--- src/rtl/lcd_pkg.sv ---
// Shared types and constants for the LCD init/text sequencer and its nibble writer.
package lcd_pkg;

  // One LCD bus command: {RS, D7, D6, D5, D4}.
  localparam int unsigned CMD_W  = 5;
  localparam int unsigned RS_BIT = 4;

  // Default bus timing in system clock cycles, sized for a 50 MHz clock.
  localparam int unsigned T_SETUP_DEF  = 2;   // >= 40 ns data setup before E rises
  localparam int unsigned T_E_HIGH_DEF = 12;  // >= 230 ns enable high time
  localparam int unsigned T_HOLD_DEF   = 2;   // >= 10 ns data hold after E falls

  // Execution delays used by the sequencer, expressed in clock cycles.
  localparam int unsigned CLK_FREQ_DEF = 50_000_000;
  localparam int unsigned CYC_PER_US   = CLK_FREQ_DEF / 1_000_000;
  localparam int unsigned t1_uS        = CYC_PER_US;
  localparam int unsigned t10us        = 10 * CYC_PER_US;
  localparam int unsigned t53us        = 53 * CYC_PER_US;
  localparam int unsigned t100us       = 100 * CYC_PER_US;
  localparam int unsigned t3ms         = 3000 * CYC_PER_US;
  localparam int unsigned t4_1ms       = 4100 * CYC_PER_US;

  // Transfer phases of the nibble writer.
  typedef enum logic [2:0] {
    IDLE,
    SETUP,
    E_HIGH,
    HOLD,
    WAIT,
    DONE
  } lcd_state_t;

endpackage

--- src/rtl/lcd_cycle_timer.sv ---
// Loadable down-counter that times every phase of a bus transfer.
module lcd_cycle_timer #(
  parameter int DELAY_W = 21
) (
  input  logic               clk_i,
  input  logic               rst_i,
  input  logic               load_i,
  input  logic [DELAY_W-1:0] load_value_i,
  output logic [DELAY_W-1:0] value_o,
  output logic               zero_o
);

  logic [DELAY_W-1:0] count_q;

  // Load a new phase length, otherwise count down and park at zero.
  always_ff @(posedge clk_i or posedge rst_i) begin
    // NOTE: state registers use non-blocking assignments so every flop samples pre-edge values.
    if (rst_i) begin
      count_q <= '0;
    end else if (load_i) begin
      count_q <= load_value_i;
    end else if (count_q != '0) begin
      count_q <= count_q - DELAY_W'(1);
    end
  end

  assign value_o = count_q;
  assign zero_o  = (count_q == '0);

endmodule

--- src/rtl/lcd_nibble_writer.sv ---
// Drives one {RS, D7..D4} nibble onto the HD44780 4-bit bus with setup, enable
// pulse and hold timing, waits the command's execution delay, then pulses commandDone.
module lcd_nibble_writer
  import lcd_pkg::*;
#(
  parameter int CLK_FREQ = 50_000_000,
  parameter int T_SETUP  = 2,
  parameter int T_E_HIGH = 12,
  parameter int T_HOLD   = 2,
  parameter int DELAY_W  = 21
) (
  input  logic               CLK,
  input  logic               RST,
  input  logic               sendCommand,
  input  logic [CMD_W-1:0]   command,
  input  logic [DELAY_W-1:0] commandDelay,
  output logic               commandDone,
  output logic [CMD_W-1:0]   LCD_D,
  output logic               LCD_E,
  output logic               busy
);

  // Zero-length phases would break the LCD timing; a non-positive clock is meaningless.
  if (T_SETUP < 1 || T_E_HIGH < 1 || T_HOLD < 1 || CLK_FREQ < 1) begin : g_bad_timing
    $error("lcd_nibble_writer: T_SETUP, T_E_HIGH, T_HOLD and CLK_FREQ must all be >= 1");
  end

  lcd_state_t         state_q, state_d;
  logic [CMD_W-1:0]   cmd_q, cmd_d;
  logic [DELAY_W-1:0] delay_q, delay_d;
  logic               armed_q, armed_d;
  logic               lcd_e_q, done_q, busy_q;

  logic               tmr_load;
  logic [DELAY_W-1:0] tmr_load_value;
  logic [DELAY_W-1:0] tmr_value;
  logic               tmr_zero;
  logic               unused_tmr_value;

  lcd_cycle_timer #(
    .DELAY_W (DELAY_W)
  ) u_timer (
    .clk_i        (CLK),
    .rst_i        (RST),
    .load_i       (tmr_load),
    .load_value_i (tmr_load_value),
    .value_o      (tmr_value),
    .zero_o       (tmr_zero)
  );

  // Phase sequencing only needs the zero flag; the count itself is for debug visibility.
  assign unused_tmr_value = ^tmr_value;

  // Next-state, latch and timer-load decisions for the transfer phases.
  always_comb begin
    // NOTE: every output of this block gets a default first so no latch can be inferred.
    state_d        = state_q;
    cmd_d          = cmd_q;
    delay_d        = delay_q;
    armed_d        = armed_q;
    tmr_load       = 1'b0;
    tmr_load_value = '0;

    unique case (state_q)
      IDLE: begin
        if (sendCommand && armed_q) begin
          cmd_d          = command;
          delay_d        = commandDelay;
          tmr_load       = 1'b1;
          tmr_load_value = DELAY_W'(T_SETUP - 1);
          state_d        = SETUP;
        end else if (!sendCommand) begin
          // Request dropped between commands: the next rising request may launch.
          armed_d = 1'b1;
        end
      end
      SETUP: begin
        if (tmr_zero) begin
          tmr_load       = 1'b1;
          tmr_load_value = DELAY_W'(T_E_HIGH - 1);
          state_d        = E_HIGH;
        end
      end
      E_HIGH: begin
        if (tmr_zero) begin
          tmr_load       = 1'b1;
          tmr_load_value = DELAY_W'(T_HOLD - 1);
          state_d        = HOLD;
        end
      end
      HOLD: begin
        if (tmr_zero) begin
          if (delay_q == '0) begin
            state_d = DONE;
          end else begin
            tmr_load       = 1'b1;
            tmr_load_value = delay_q - DELAY_W'(1);
            state_d        = WAIT;
          end
        end
      end
      WAIT: begin
        if (tmr_zero) begin
          state_d = DONE;
        end
      end
      DONE: begin
        // A request still held high must not start a second transfer.
        armed_d = 1'b0;
        state_d = IDLE;
      end
      default: begin
        state_d = IDLE;
      end
    endcase
  end

  // State, latched command and registered bus outputs; reset drops LCD_E at once.
  always_ff @(posedge CLK or posedge RST) begin
    if (RST) begin
      state_q <= IDLE;
      cmd_q   <= '0;
      delay_q <= '0;
      armed_q <= 1'b1;
      lcd_e_q <= 1'b0;
      done_q  <= 1'b0;
      busy_q  <= 1'b0;
    end else begin
      state_q <= state_d;
      cmd_q   <= cmd_d;
      delay_q <= delay_d;
      armed_q <= armed_d;
      lcd_e_q <= (state_d == E_HIGH);
      done_q  <= (state_d == DONE);
      busy_q  <= (state_d != IDLE);
    end
  end

  assign LCD_D       = cmd_q;
  assign LCD_E       = lcd_e_q;
  assign commandDone = done_q;
  assign busy        = busy_q;

endmodule

--- config.mk ---
export PLATFORM = sky130hd
export DESIGN_NAME = lcd_nibble_writer
export DESIGN_NICKNAME = d
export VERILOG_FILES = /design/src/rtl/lcd_pkg.sv /design/src/rtl/lcd_cycle_timer.sv /design/src/rtl/lcd_nibble_writer.sv
export SDC_FILE = /design/constraint.sdc
export NUM_CORES = 1
export LEC_CHECK = 0
export BUFFER_PORTS_ARGS = -buffer_cell sky130_fd_sc_hd__buf_4
export CELL_PAD_IN_SITES_DETAIL_PLACEMENT = 1
export CELL_PAD_IN_SITES_GLOBAL_PLACEMENT = 2
export CORE_MARGIN = 1
export CORE_UTILIZATION = 37
export DETAILED_ROUTE_END_ITERATION = 8
export PLACE_DENSITY_LB_ADDON = 0.1
export SLEW_MARGIN = 20
export SYNTH_ARGS = -nofsm -noshare
export SYNTH_HDL_FRONTEND = slang
export SYNTH_SLANG_ARGS = --single-unit
--- constraint.sdc ---
create_clock -name CLK -period 3.25 [get_ports CLK]
set_clock_uncertainty 0.1 [all_clocks]
set_input_delay 0.65 -clock CLK [delete_from_list [all_inputs] [get_ports CLK]]
set_output_delay 0.65 -clock CLK [all_outputs]
set_load 0.01 [all_outputs]
== Word level (Yosys, flattened, before mapping) ==
Cells that the tools add are included.
Storage, ports and cells
  input port bits: 29
  flip-flop bits (word level): 54
  RAM bits: 0
  bits in latches: 0
  word-level logic and storage cells: 53
  memories kept: 0
  output and inout port bits: 8
  bits in read-only memories: 0
Operators by class
  magnitude comparators: 0
  bitwise logic cells: 0
  multiply operators: 0
  reduce and logical (&&, ||, !) cells: 11
  add/sub/neg operators: 2
  shift-type cells: 0
  mux-type cells: 23
  divide/modulo/power cells: 0
  eq/ne operators: 9
Operator list (count)
  two-way mux 21 bit: 4
  case mux 21 bit (4 select lines): 1
  logical NOT 21 bit: 2
  subtractor 21 x 1 -> 21 bit (second input constant): 2
  nonzero test 21 bit: 1
  two-way mux 3 bit: 5
  case mux 3 bit (5 select lines): 1
  equality test 3 x 2 -> 1 bit (second input constant): 3
  equality test 3 bit (second input constant): 3
  two-way mux 1 bit: 9
  two-way mux 4 bit: 1
  inequality test 2 bit (second input constant): 2
  nonzero test 2 bit: 2
  equality test 3 x 1 -> 1 bit (second input constant): 1
  logical NOT 3 bit: 1
  case mux 1 bit (3 select lines): 1
  AND reduction 3 bit: 1
  nonzero test 3 bit: 1
  case mux 1 bit (2 select lines): 1
  AND reduction 2 bit: 1
  OR reduction 2 bit: 1
  logical AND 1 bit: 1

== Logic depth before layout (Yosys ltp) ==
Gate-level depths: netlist of run 1.
  word-level depth: 5
  mapped depth: 9
  gate-level depth less buffers: 7

== Modules after synthesis ==
A second synthesis of run 1 with hierarchy kept.
Unflattened totals
  cells, all modules: 319
  area total of the unflattened synthesis: 3246.9 um^2
Modules (own cells, without submodules)
  lcd_nibble_writer: sequential area each 827.0 um^2, area each 1895.6 um^2, cells each 183, times used 1
  lcd_cycle_timer: sequential area each 525.5 um^2, area each 1351.3 um^2, cells each 136, times used 1

== Least setup slack after synthesis of run 1 ==
OpenSTA, ideal clock, no wires.
  path kind: flip-flop to flip-flop
  from: register delay_q[12]
  to: register u_timer.count_q[0] (netlist: u_timer.value_o[0])
  clock period less this slack: 2415 ps
  cell stages (with the launch flop): 7
  setup time: 120 ps
  required time: 3030 ps
  data arrival time: 2195 ps
  slack: 835 ps
  buffers on the path: 1
  cells stage by stage: dfrtp_1 > or4_1 > buf_2 > or2_1 > o41a_1 > or4_1 > a31o_1
On the way
  word-level cells in the longest chain between the ends: 5
  elaborated cells between the ends (all ways): 9
  classes of those cells: mux: 7; reduce/logical: 2
Ends and longest elaborated chain
  start: declaration: line lcd_nibble_writer.sv:30  | logic [DELAY_W-1:0] delay_q, delay_d;
  start signal: assignment: line lcd_nibble_writer.sv:131  | delay_q <= delay_d;
  logical NOT 21 bit *: line lcd_nibble_writer.sv:93  | if (delay_q == '0) begin
  two-way mux 21 bit or two-way mux 1 bit (tied branches): line lcd_nibble_writer.sv:93
  two-way mux 21 bit or two-way mux 1 bit (tied branches): line lcd_nibble_writer.sv:92  | if (tmr_zero) begin
  case mux 21 bit (4 select lines) or case mux 1 bit (3 select lines) (tied branches): line lcd_nibble_writer.sv:64  | unique case (state_q)
  two-way mux 21 bit or nonzero test 2 bit (tied branches)
  end signal: assignment: line lcd_cycle_timer.sv:21  | count_q <= load_value_i;
  end signal: assignment: line lcd_cycle_timer.sv:23  | count_q <= count_q - DELAY_W'(1);
  end: declaration: line lcd_cycle_timer.sv:13  | logic [DELAY_W-1:0] count_q;
Every way passes the cells marked *; elsewhere a longest branch is shown, timed or not.
A chain may end at the register's enable or synchronous reset.

== Worst setup path after layout of run 1 ==
  from: register u_timer.count_q[0] (netlist: u_timer.value_o[0])
  to: register u_timer.count_q[0] (netlist: u_timer.value_o[0])
On the way
  word-level cells in the longest chain between the ends: 4
  elaborated cells between the ends (all ways): 13
  classes of those cells: add/sub: 1; mux: 9; reduce/logical: 3
Ends and longest elaborated chain
  parallel branches: the longest is 4 deep, another holds subtractor 21 x 1 -> 21 bit
Parallel ways; which one is timed is not known. The select of a mux whose other input is x is not followed.

==> run_results.csv, run 1 <==
group,metric,value,unit
power_and_ir_drop,p_leak,1.43,nW
worst_setup_path,crit_slowest_cell,"or4_1",
global_route,busiest_layer,"met1",
timing,worst_pin_slew,0.689,ns
synthesis,avgSynthCellArea,10.5,µm²
worst_setup_path,crit_path_max_fanout,7,
detailed_routing,firstDrtPassIters,4,
clocking,post_cts_buffers,0,
timing,worst_slack,0.520,ns
synthesis,synthTopCellsByCount,"53 x dfrtp_1, 24 x mux2_1, 23 x nor2_1",
worst_setup_path,required,3.35,ns
worst_setup_path,end_kind,"flip-flop",
die,ios,37,
detailed_routing,vias,2128,
synthesis,yosys_warnings,0,
worst_setup_path,reg2reg_slack,0.52,ns
clocking,clock_latency,0.31,ns
clocking,cts_resized,0,
timing,slew_violations,0,
power_and_ir_drop,peakVddDrop,219,µV
timing,period_share,84.0,%
power_and_ir_drop,p_sw,0.000247,W
global_route,met3_usage,3.05,%
timing,max_freq,0.366,GHz
clocking,htreeDepth,2,
synthesis,async_flop_share,100,%
timing,finalSetupViolations,0,
power_and_ir_drop,p_clk_share,39.1,%
timing,rsz0062_at_grt,"false",
power_and_ir_drop,power_frac_comb,3.4,%
synthesis,synth.most_common_cell,"dfrtp_1",
die,row_count,31,
die,start_util,38.7,%
timing,fin_crit,2.73,ns
die,core,7330,µm²
global_route,first_global_vias,2143,
timing,tns,0,ns
power_and_ir_drop,p_int,0.000921,W
layout,num-fill-cells,815,
clocking,cts_tree,"yes",
power_and_ir_drop,power.switching_fraction,21.2,%
worst_setup_path,path_delay_family,"simple AND/OR/NAND/NOR gates",
worst_hold_path,hold_start,"LCD_D[4]",
global_route,met1_usage,27.2,%
worst_setup_path,startpoint_type,"flip-flop",
detailed_routing,via_per_inst,5.24,
worst_setup_path,r2r-end,"u_timer.value_o[0]",
layout,fin_nets,337,
die,die_h,89.6,µm
power_and_ir_drop,total_power,0.00117,W
synthesis,synthesis.nets,302,
flow_run,drv_cap,0,
synthesis,synth-seq-cells,54,
clocking,cts.sinks,54,
timing,finalHoldViolations,0,
detailed_routing,drt.antenna.violating_nets,0,
synthesis,syn-instance-count,271,
global_route,grt_max_degree,55,
detailed_routing,routed_wl,6.49,mm
worst_setup_path,worst_r2r_path_depth,7,
detailed_routing,drtIter0Drc,92,
timing,whs,0.393,ns
clocking,ctsHoldBuffers,0,
synthesis,synth_cell_types,45,
power_and_ir_drop,power_density,350,nW/µm²
detailed_routing,route.detailed.drc,0,
synthesis,synth_area_leaders,"dfrtp_1 47%, mux2_1 9.5%, xnor2_1 5.9%, xor2_1 5.6%, o22ai_1 4.0%",
placement,io_buffer_count,36,
placement,place_congestion,0.747,
detailed_routing,post_drt_wl_per_cell,16.0,µm
worst_hold_path,hold_path.class,"reg -> reg",
global_route,use_met2,26.9,%
clocking,clock_path_buffers,2,
synthesis,syn_area,2840,µm²
worst_setup_path,r2r-start,"u_timer.value_o[0]",
clocking,cts_buffers,5,
global_route,grt_overflow,0,
die,die-area,8020,µm²
worst_setup_path,slowest_delay,0.56,ns
synthesis,synth_largest_type_area_fraction,46.8,%
synthesis,yosys.area.top_type,"dfrtp_1",
worst_setup_path,cp_data_arrival_time,2.83,ns
global_route,grt_use_total,18.2,%
global_route,grt_pass1_wl,10.9,mm
synthesis,ys_seq_area_share,47.7,%
die,die_x,89.6,µm
clocking,cts_root_buf,"clkbuf_8",
layout,drive_gt1_share,16.9,%
worst_setup_path,cp_cell_sequence,"inv_1, ha_1, or3b_1, nor3_1, nand2_1, or4_1, a31o_1",
synthesis,synth_ff_type,"dfrtp_1",
clocking,clkTransAtPathRegs,0.10,ns
worst_hold_path,hold_end,"LCD_D[4]",
global_route,grt_antenna_before_repair,0,
layout,areaGrowthSynthToFinish,17.6,%
worst_hold_path,hold_depth,1,
placement,dp.final_hpwl,4.81,mm
worst_setup_path,crit_type,"reg -> reg",
timing,relSlewSlack,54.1,%
worst_setup_path,cp.buffers_inverters,1,
synthesis,synth-edff-count,0,
layout,insertedDiodeCount,0,
run_status,status,"finished clean",
placement,dp_slack,0.571,ns
power_and_ir_drop,pwr-share-seq,57.5,%
routing by layer:
metal / up-vias / wire, µm
met1: 1052 / 3360
met4: 0 / 81
li1: 1044 / -
met5: - / 0
met2: 27 / 2890
met3: 5 / 162
layout by cell type, fill, tap and decap left out, drive strengths merged, types with 9 or more instances in the layout:
cell / n
nand2: 18
xor2: 18
o22ai: 18
nor2: 23
mux2: 24
buf: 41
dfrtp: 53
nor4: 9
nor3: 10
or4: 9
xnor2: 19
kinds of logic after synthesis:
group	count (synthesis)	share of synthesized area, %
mux	26	10.2
compound gates	35	8.20
simple gates	98	18.9
xor+xnor	37	11.4
fa+ha+maj	2	0.882
flops	54	47.7
buf+inv	19	2.69
how the worst max path moves through the flow:
stage                            start                  to  cells past startpoint
detailed placement  u_timer.value_o[0]  u_timer.value_o[0]                      7
CTS                 u_timer.value_o[0]  u_timer.value_o[0]                      7
global placement    u_timer.value_o[0]  u_timer.value_o[0]                      7
finish              u_timer.value_o[0]  u_timer.value_o[0]                      7
global route        u_timer.value_o[0]  u_timer.value_o[0]                      7
floorplan                  delay_q[12]  u_timer.value_o[0]                      6
stage by stage:
stage | instance area (µm²) | std cells | util [%]
2_1_floorplan | 2840 | 271 | -
3_3_place_gp | 3230 | 398 | 44.0
3_5_place_dp | 3230 | 398 | 44.0
4_1_cts | 3340 | 406 | 45.5
5_1_grt | 3340 | 406 | 45.5
6_report | 3340 | 406 | 45.5
flip-flops by register name, summed over array words and instances, names as in the netlist:
register / cells
LCD_D: 5
LCD_E: 1
armed_q: 1
busy: 1
commandDone: 1
delay_q: 21
state_q: 3
u_timer.value_o: 21
final cells by class:
| cell class | count | area [µm²] | area share (%) |
|---|---|---|---|
| clock buffers | 5 | 68.8 | 2.06 |
| clock inverters | 3 | 40.0 | 1.20 |
| inverters | 6 | 22.5 | 0.675 |
| multi-input cells | 198 | 1410 | 42.2 |
| flip-flops and latches | 54 | 1350 | 40.5 |
| well taps | 99 | 124 | 3.71 |
| repair buffers | 41 | 320 | 9.60 |
worst register-to-register path, stage by stage, from the launching register on:
cell	delay [ns]
dfrtp_1	0.45
inv_1	0.09
ha_1	0.18
or3b_1	0.40
nor3_1	0.37
nand2_1	0.25
or4_1	0.56
a31o_1	0.23
power groups by stage:
stage / clock (W) / combinational, W / sequential [W]
2_1_floorplan: 0 / 0.0000105 / 0.000685
3_3_place_gp: 0 / 0.0000412 / 0.000685
3_5_place_dp: 0 / 0.0000417 / 0.000685
4_1_cts: 0.000473 / 0.0000417 / 0.000671
5_1_grt: 0.000491 / 0.0000453 / 0.000672
6_report: 0.000457 / 0.0000396 / 0.000671
Power figures use the tool's default switching activity.
==> run 2: changes to the inputs <==
CORE_UTILIZATION = 33   (was 37)
clock period = 2.5 ns   (was 3.25 ns; I/O delays follow)
==> run 2 against run 1 <==
Net effect: non-clock buffer count up 21; global-route usage decreased by 0.86 points; routed wire length grew 8.4%; via count up 4.0%; core utilization shrank 2.8 points; first-iteration DRC count down 58%; design area is 5.7% higher; fmax increased by 15%; sequential cell count stayed put; critical endpoint unchanged; largest cell class unchanged.
==> run_results.csv, run 2 (synthesis gave the netlist of run 1 again) <==
group,metric,value,unit
run_status,status,"finished clean",
power_and_ir_drop,power_frac_comb,3.9,%
clocking,ctsHoldBuffers,0,
detailed_routing,drtIter0Drc,39,
clocking,cts_tree,"yes",
detailed_routing,post_drt_wl_per_cell,16.3,µm
power_and_ir_drop,p_sw,0.000304,W
timing,fin_crit,2.38,ns
clocking,clkTransAtPathRegs,0.09,ns
detailed_routing,vias,2213,
worst_setup_path,cp.buffers_inverters,0,
timing,rsz0062_at_grt,"false",
worst_setup_path,required,2.60,ns
power_and_ir_drop,p_leak,1.53,nW
die,core,8260,µm²
clocking,htreeDepth,2,
die,ios,37,
detailed_routing,firstDrtPassIters,4,
clocking,clock_path_buffers,2,
power_and_ir_drop,power.switching_fraction,21.2,%
worst_setup_path,path_delay_family,"simple AND/OR/NAND/NOR gates",
worst_setup_path,startpoint_type,"flip-flop",
global_route,grt_overflow,0,
placement,dp.final_hpwl,5.49,mm
timing,relSlewSlack,62.6,%
worst_setup_path,cp_data_arrival_time,2.48,ns
die,die-area,8970,µm²
power_and_ir_drop,p_clk_share,35.3,%
timing,slew_violations,0,
power_and_ir_drop,p_int,0.00113,W
placement,dp_slack,0.128,ns
worst_setup_path,crit_path_max_fanout,3,
layout,drive_gt1_share,22.0,%
clocking,cts_root_buf,"clkbuf_8",
timing,worst_slack,0.119,ns
worst_setup_path,end_kind,"flip-flop",
layout,fin_nets,358,
worst_setup_path,slowest_delay,0.54,ns
clocking,clock_latency,0.31,ns
die,die_x,94.7,µm
layout,multi_input_comb_area,1410,µm²
global_route,grt_pass1_wl,11.8,mm
detailed_routing,via_per_inst,5.11,
worst_setup_path,crit_path_frequent_cell,"or4_1",
detailed_routing,drt.antenna.violating_nets,0,
power_and_ir_drop,peakVddDrop,207,µV
power_and_ir_drop,power_density,407,nW/µm²
layout,seq_area,1350,µm²
timing,tns,0,ns
placement,place_congestion,0.739,
detailed_routing,route.detailed.drc,0,
die,start_util,34.3,%
worst_hold_path,hold_path.class,"in -> async",
power_and_ir_drop,pwr-share-seq,60.8,%
flow_run,drv_cap,0,
layout,layout_common_cells,"58 x buf_4, 53 x dfrtp_1, 24 x mux2_1, 23 x nor2_1, 19 x xnor2_1",
global_route,grt_use_total,17.3,%
die,row_count,33,
die,die_h,94.7,µm
global_route,grt_max_degree,32,
layout,areaGrowthSynthToFinish,24.3,%
timing,finalHoldViolations,0,
layout,final_area,3520,µm²
clocking,cts.sinks,54,
timing,max_freq,0.420,GHz
global_route,first_global_vias,2290,
worst_setup_path,crit_type,"reg -> reg",
power_and_ir_drop,total_power,0.00144,W
worst_setup_path,cp_cell_sequence,"or4_1, or2_1, o41a_1, or4_1, a31o_1",
timing,finalSetupViolations,0,
detailed_routing,routed_wl,7.04,mm
timing,period_share,95.2,%
layout,insertedDiodeCount,0,
timing,worst_pin_slew,0.556,ns
layout,final_common_cell,"buf_4",
placement,io_buffer_count,36,
placement,dpl_cell_area,3430,µm²
global_route,grt_antenna_before_repair,0,
layout,num-fill-cells,950,
clocking,cts_buffers,5,
clocking,post_cts_buffers,0,
worst_setup_path,crit_slowest_cell,"or4_1",
clocking,cts_resized,0,
-- run 2: cell types whose count changed in the layout (fill, tap and decap cells not counted) --
cell and delta:
clkbuf_1 +2, clkinv_2 -2, clkbuf_8 +1, nor3_1 -1, buf_4 +18, buf_12 +3
bufinv_16 -1, nor3_2 +1
-- run 2: power by group through the flow --
stage	sequential, W	clock [W]	combinational, W
after detailed placement	0.000890	0	0.0000586
after CTS	0.000873	0.000536	0.0000587
after global routing	0.000873	0.000563	0.0000625
after floorplan	0.000890	0	0.0000137
final	0.000873	0.000507	0.0000559
after global placement	0.000890	0	0.0000583
-- run 2: final timing paths --
kind,start,endpoint,slack (ns),depth (start not counted)
setup / recovery,delay_q[16],u_timer.value_o[0],0.12,5
hold / removal,RST,delay_q[11],0.05,2
setup reg to reg,delay_q[16],u_timer.value_o[0],0.12,5
hold reg to reg,LCD_D[1],LCD_D[1],0.39,1
max in group asynchronous,RST,armed_q,1.70,3
min in group CLK,commandDelay[11],delay_q[11],0.31,2
-- run 2: stage by stage --
stage,instances,util [%],hold slack [ns]
3_5_place_dp,425,41.5,0.381
5_1_grt,433,42.7,0.0572
4_1_cts,433,42.6,0.0434
3_3_place_gp,425,41.5,0.372
2_1_floorplan,271,-,0.378
6_report,433,42.7,0.0467
-- run 2: area by class of cell --
type                    instances  share of cell area, %
inverters                       6                  0.639
multi-input cells             198                   40.1
clock buffers                   8                   2.56
flip-flops and latches         54                   38.4
well taps                     105                   3.73
repair buffers                 62                   14.6
-- run 2: worst reg2reg max path, stage by stage, from the launching register on --
cell and delay (ns):
dfrtp_1 0.39, or4_1 0.54, or2_1 0.28, o41a_1 0.36, or4_1 0.41, a31o_1 0.22
-- run 2: per-layer routing --
layer	share of wire (%)	global-route usage [%]	routed length, µm	vias up
li1	-	-	-	1088
met1	50	25.0	3540	1092
met5	0	0	0	-
met4	1.2	5.68	87	0
met3	1.8	2.33	129	9
met2	47	26.6	3280	24
==> run 3: changes to the inputs <==
GPL_TIMING_DRIVEN = 0   (was unset)
SKIP_LAST_GASP = 1   (was unset)
==> run 3 against run 2 <==
Net effect: the flow now finishes with violations (setup timing); first-iteration DRC count grew 120%; critical path depth grew 1; sequential power is essentially flat.
==> run_results.csv, run 3 (synthesis gave the netlist of run 1 again) <==
group,metric,value,unit
layout,layout_common_cells,"51 x dfrtp_1, 43 x buf_4, 24 x mux2_1, 23 x nor2_1, 19 x xnor2_1",
die,ios,37,
detailed_routing,post_drt_wl_per_cell,16.4,µm
power_and_ir_drop,peakVddDrop,173,µV
die,start_util,34.3,%
power_and_ir_drop,p_leak,1.49,nW
power_and_ir_drop,power.switching_fraction,23.3,%
worst_setup_path,path_delay_family,"simple AND/OR/NAND/NOR gates",
timing,relSlewSlack,54.4,%
detailed_routing,drtIter0Drc,85,
power_and_ir_drop,p_int,0.00110,W
worst_setup_path,path_depth,6,
worst_setup_path,cp.buffers_inverters,1,
timing,max_freq,0.396,GHz
worst_setup_path,r2r-start,"delay_q[12]",
worst_setup_path,crit_slowest_cell,"or4_4",
detailed_routing,wl_met1,3.48,mm
global_route,grt_max_degree,55,
worst_setup_path,worst_r2r_path_depth,6,
die,die-area,8970,µm²
detailed_routing,top_layer_used,"met4",
detailed_routing,drt.antenna.violating_nets,0,
timing,rsz0062_at_grt,"true",
worst_hold_path,hold_path.class,"in -> async",
global_route,grt_use_total,16.8,%
worst_setup_path,required,2.61,ns
clocking,cts.sinks,54,
worst_setup_path,cp_cell_sequence,"or4_4, buf_6, or2_4, o41a_1, or4_1, a31o_1",
clocking,htreeDepth,2,
worst_setup_path,endpoint,"u_timer.value_o[0]",
detailed_routing,via_per_inst,5.12,
clocking,cts_tree,"yes",
worst_setup_path,crit_type,"reg -> reg",
layout,insertedDiodeCount,0,
power_and_ir_drop,power_frac_comb,3.5,%
layout,num-fill-cells,936,
die,die_x,94.7,µm
detailed_routing,vias,2170,
layout,final_common_cell,"dfrtp_1",
clocking,clock_latency,0.32,ns
detailed_routing,route.detailed.drc,0,
placement,place_congestion,0.717,
global_route,grt_antenna_before_repair,0,
detailed_routing,routed_wl,6.94,mm
die,die_h,94.7,µm
timing,finalHoldViolations,0,
timing,fin_crit,2.53,ns
detailed_routing,firstDrtPassIters,4,
timing,finalSetupViolations,1,
placement,io_buffer_count,36,
placement,dp_slack,-0.367,ns
timing,worst_slack,-0.0281,ns
layout,seq_area,1360,µm²
run_status,violations,"setup timing",
worst_setup_path,end_kind,"flip-flop",
worst_setup_path,startpoint_type,"flip-flop",
worst_setup_path,reg2reg_slack,-0.03,ns
layout,multi_input_comb_area,1470,µm²
timing,period_share,101,%
timing,slew_violations,0,
detailed_routing,wl_met3,145,µm
flow_run,drv_cap,0,
worst_setup_path,r2r-end,"u_timer.value_o[0]",
global_route,first_global_vias,2204,
timing,tns,-0.0281,ns
power_and_ir_drop,power_density,417,nW/µm²
layout,drive_gt1_share,22.9,%
worst_setup_path,startpoint,"delay_q[12]",
placement,dpl_cell_area,3240,µm²
detailed_routing,met2_length,3.23,mm
power_and_ir_drop,p_clk_share,35.8,%
die,core,8260,µm²
clocking,clock_path_buffers,2,
power_and_ir_drop,pwr-share-seq,60.7,%
layout,areaGrowthSynthToFinish,21.7,%
worst_setup_path,slowest_delay,0.53,ns
run_status,status,"finished, violations left",
layout,fin_nets,349,
worst_setup_path,crit_path_max_fanout,3,
global_route,grt_overflow,0,
placement,dp.final_hpwl,5.02,mm
worst_setup_path,cp_data_arrival_time,2.64,ns
clocking,clkTransAtPathRegs,0.11,ns
clocking,cts_root_buf,"clkbuf_8",
global_route,grt_pass1_wl,11.5,mm
timing,worst_pin_slew,0.685,ns
clocking,cts_buffers,5,
layout,final_area,3450,µm²
die,row_count,33,
power_and_ir_drop,p_sw,0.000335,W
[run 3: power groups by stage]
stage	Sequential [W]	Clock, W	Combinational [W]
2_1_floorplan	0.000890	0	0.0000137
3_3_place_gp	0.000890	0	0.0000521
3_5_place_dp	0.000890	0	0.0000537
4_1_cts	0.000873	0.000539	0.0000539
5_1_grt	0.000873	0.000566	0.0000576
6_report	0.000873	0.000515	0.0000510
[run 3: cell type report]
| cell class | count | area share (%) |
|---|---|---|
| clock buffer | 5 | 1.99 |
| timing repair buffer | 42 | 9.13 |
| tap | 105 | 3.81 |
| multi-input combinational | 198 | 42.7 |
| buffer | 11 | 1.67 |
| inverter | 6 | 0.725 |
| clock inverter | 3 | 0.761 |
| sequential | 54 | 39.3 |
[run 3: repair_timing]
item | in CTS | in global routing
pin swaps | 1 | 1
gates resized for setup | 11 | 12
setup buffers | 4 | 2
hold buffers | 0 | 0
setup endpoints to repair | 42 | 38
[run 3: per-stage QoR]
stage,instances,utilization [%],hold slack (ns),power (W)
after floorplan,271,-,0.378,0.000904
after global placement,412,39.2,0.371,0.000942
after detailed placement,412,39.2,0.381,0.000944
after CTS,422,41.1,0.221,0.00147
after global routing,424,41.8,0.226,0.00150
final,424,41.8,0.177,0.00144
[run 3: how the worst min path moves through the flow]
stage          cells past startpoint  slack, ns          end
6_report                           2       0.18  delay_q[12]
2_1_floorplan                      2       0.38      armed_q
5_1_grt                            2       0.23  delay_q[12]
4_1_cts                            2       0.22  delay_q[12]
3_5_place_dp                       1       0.38     LCD_D[2]
3_3_place_gp                       1       0.37     LCD_D[2]
[run 3: routing by layer]
metal,global-route usage [%],vias to the layer above
li1,-,1070
met1,23.8,1058
met2,26.3,35
met3,2.66,7
met4,4.55,0
met5,0,-
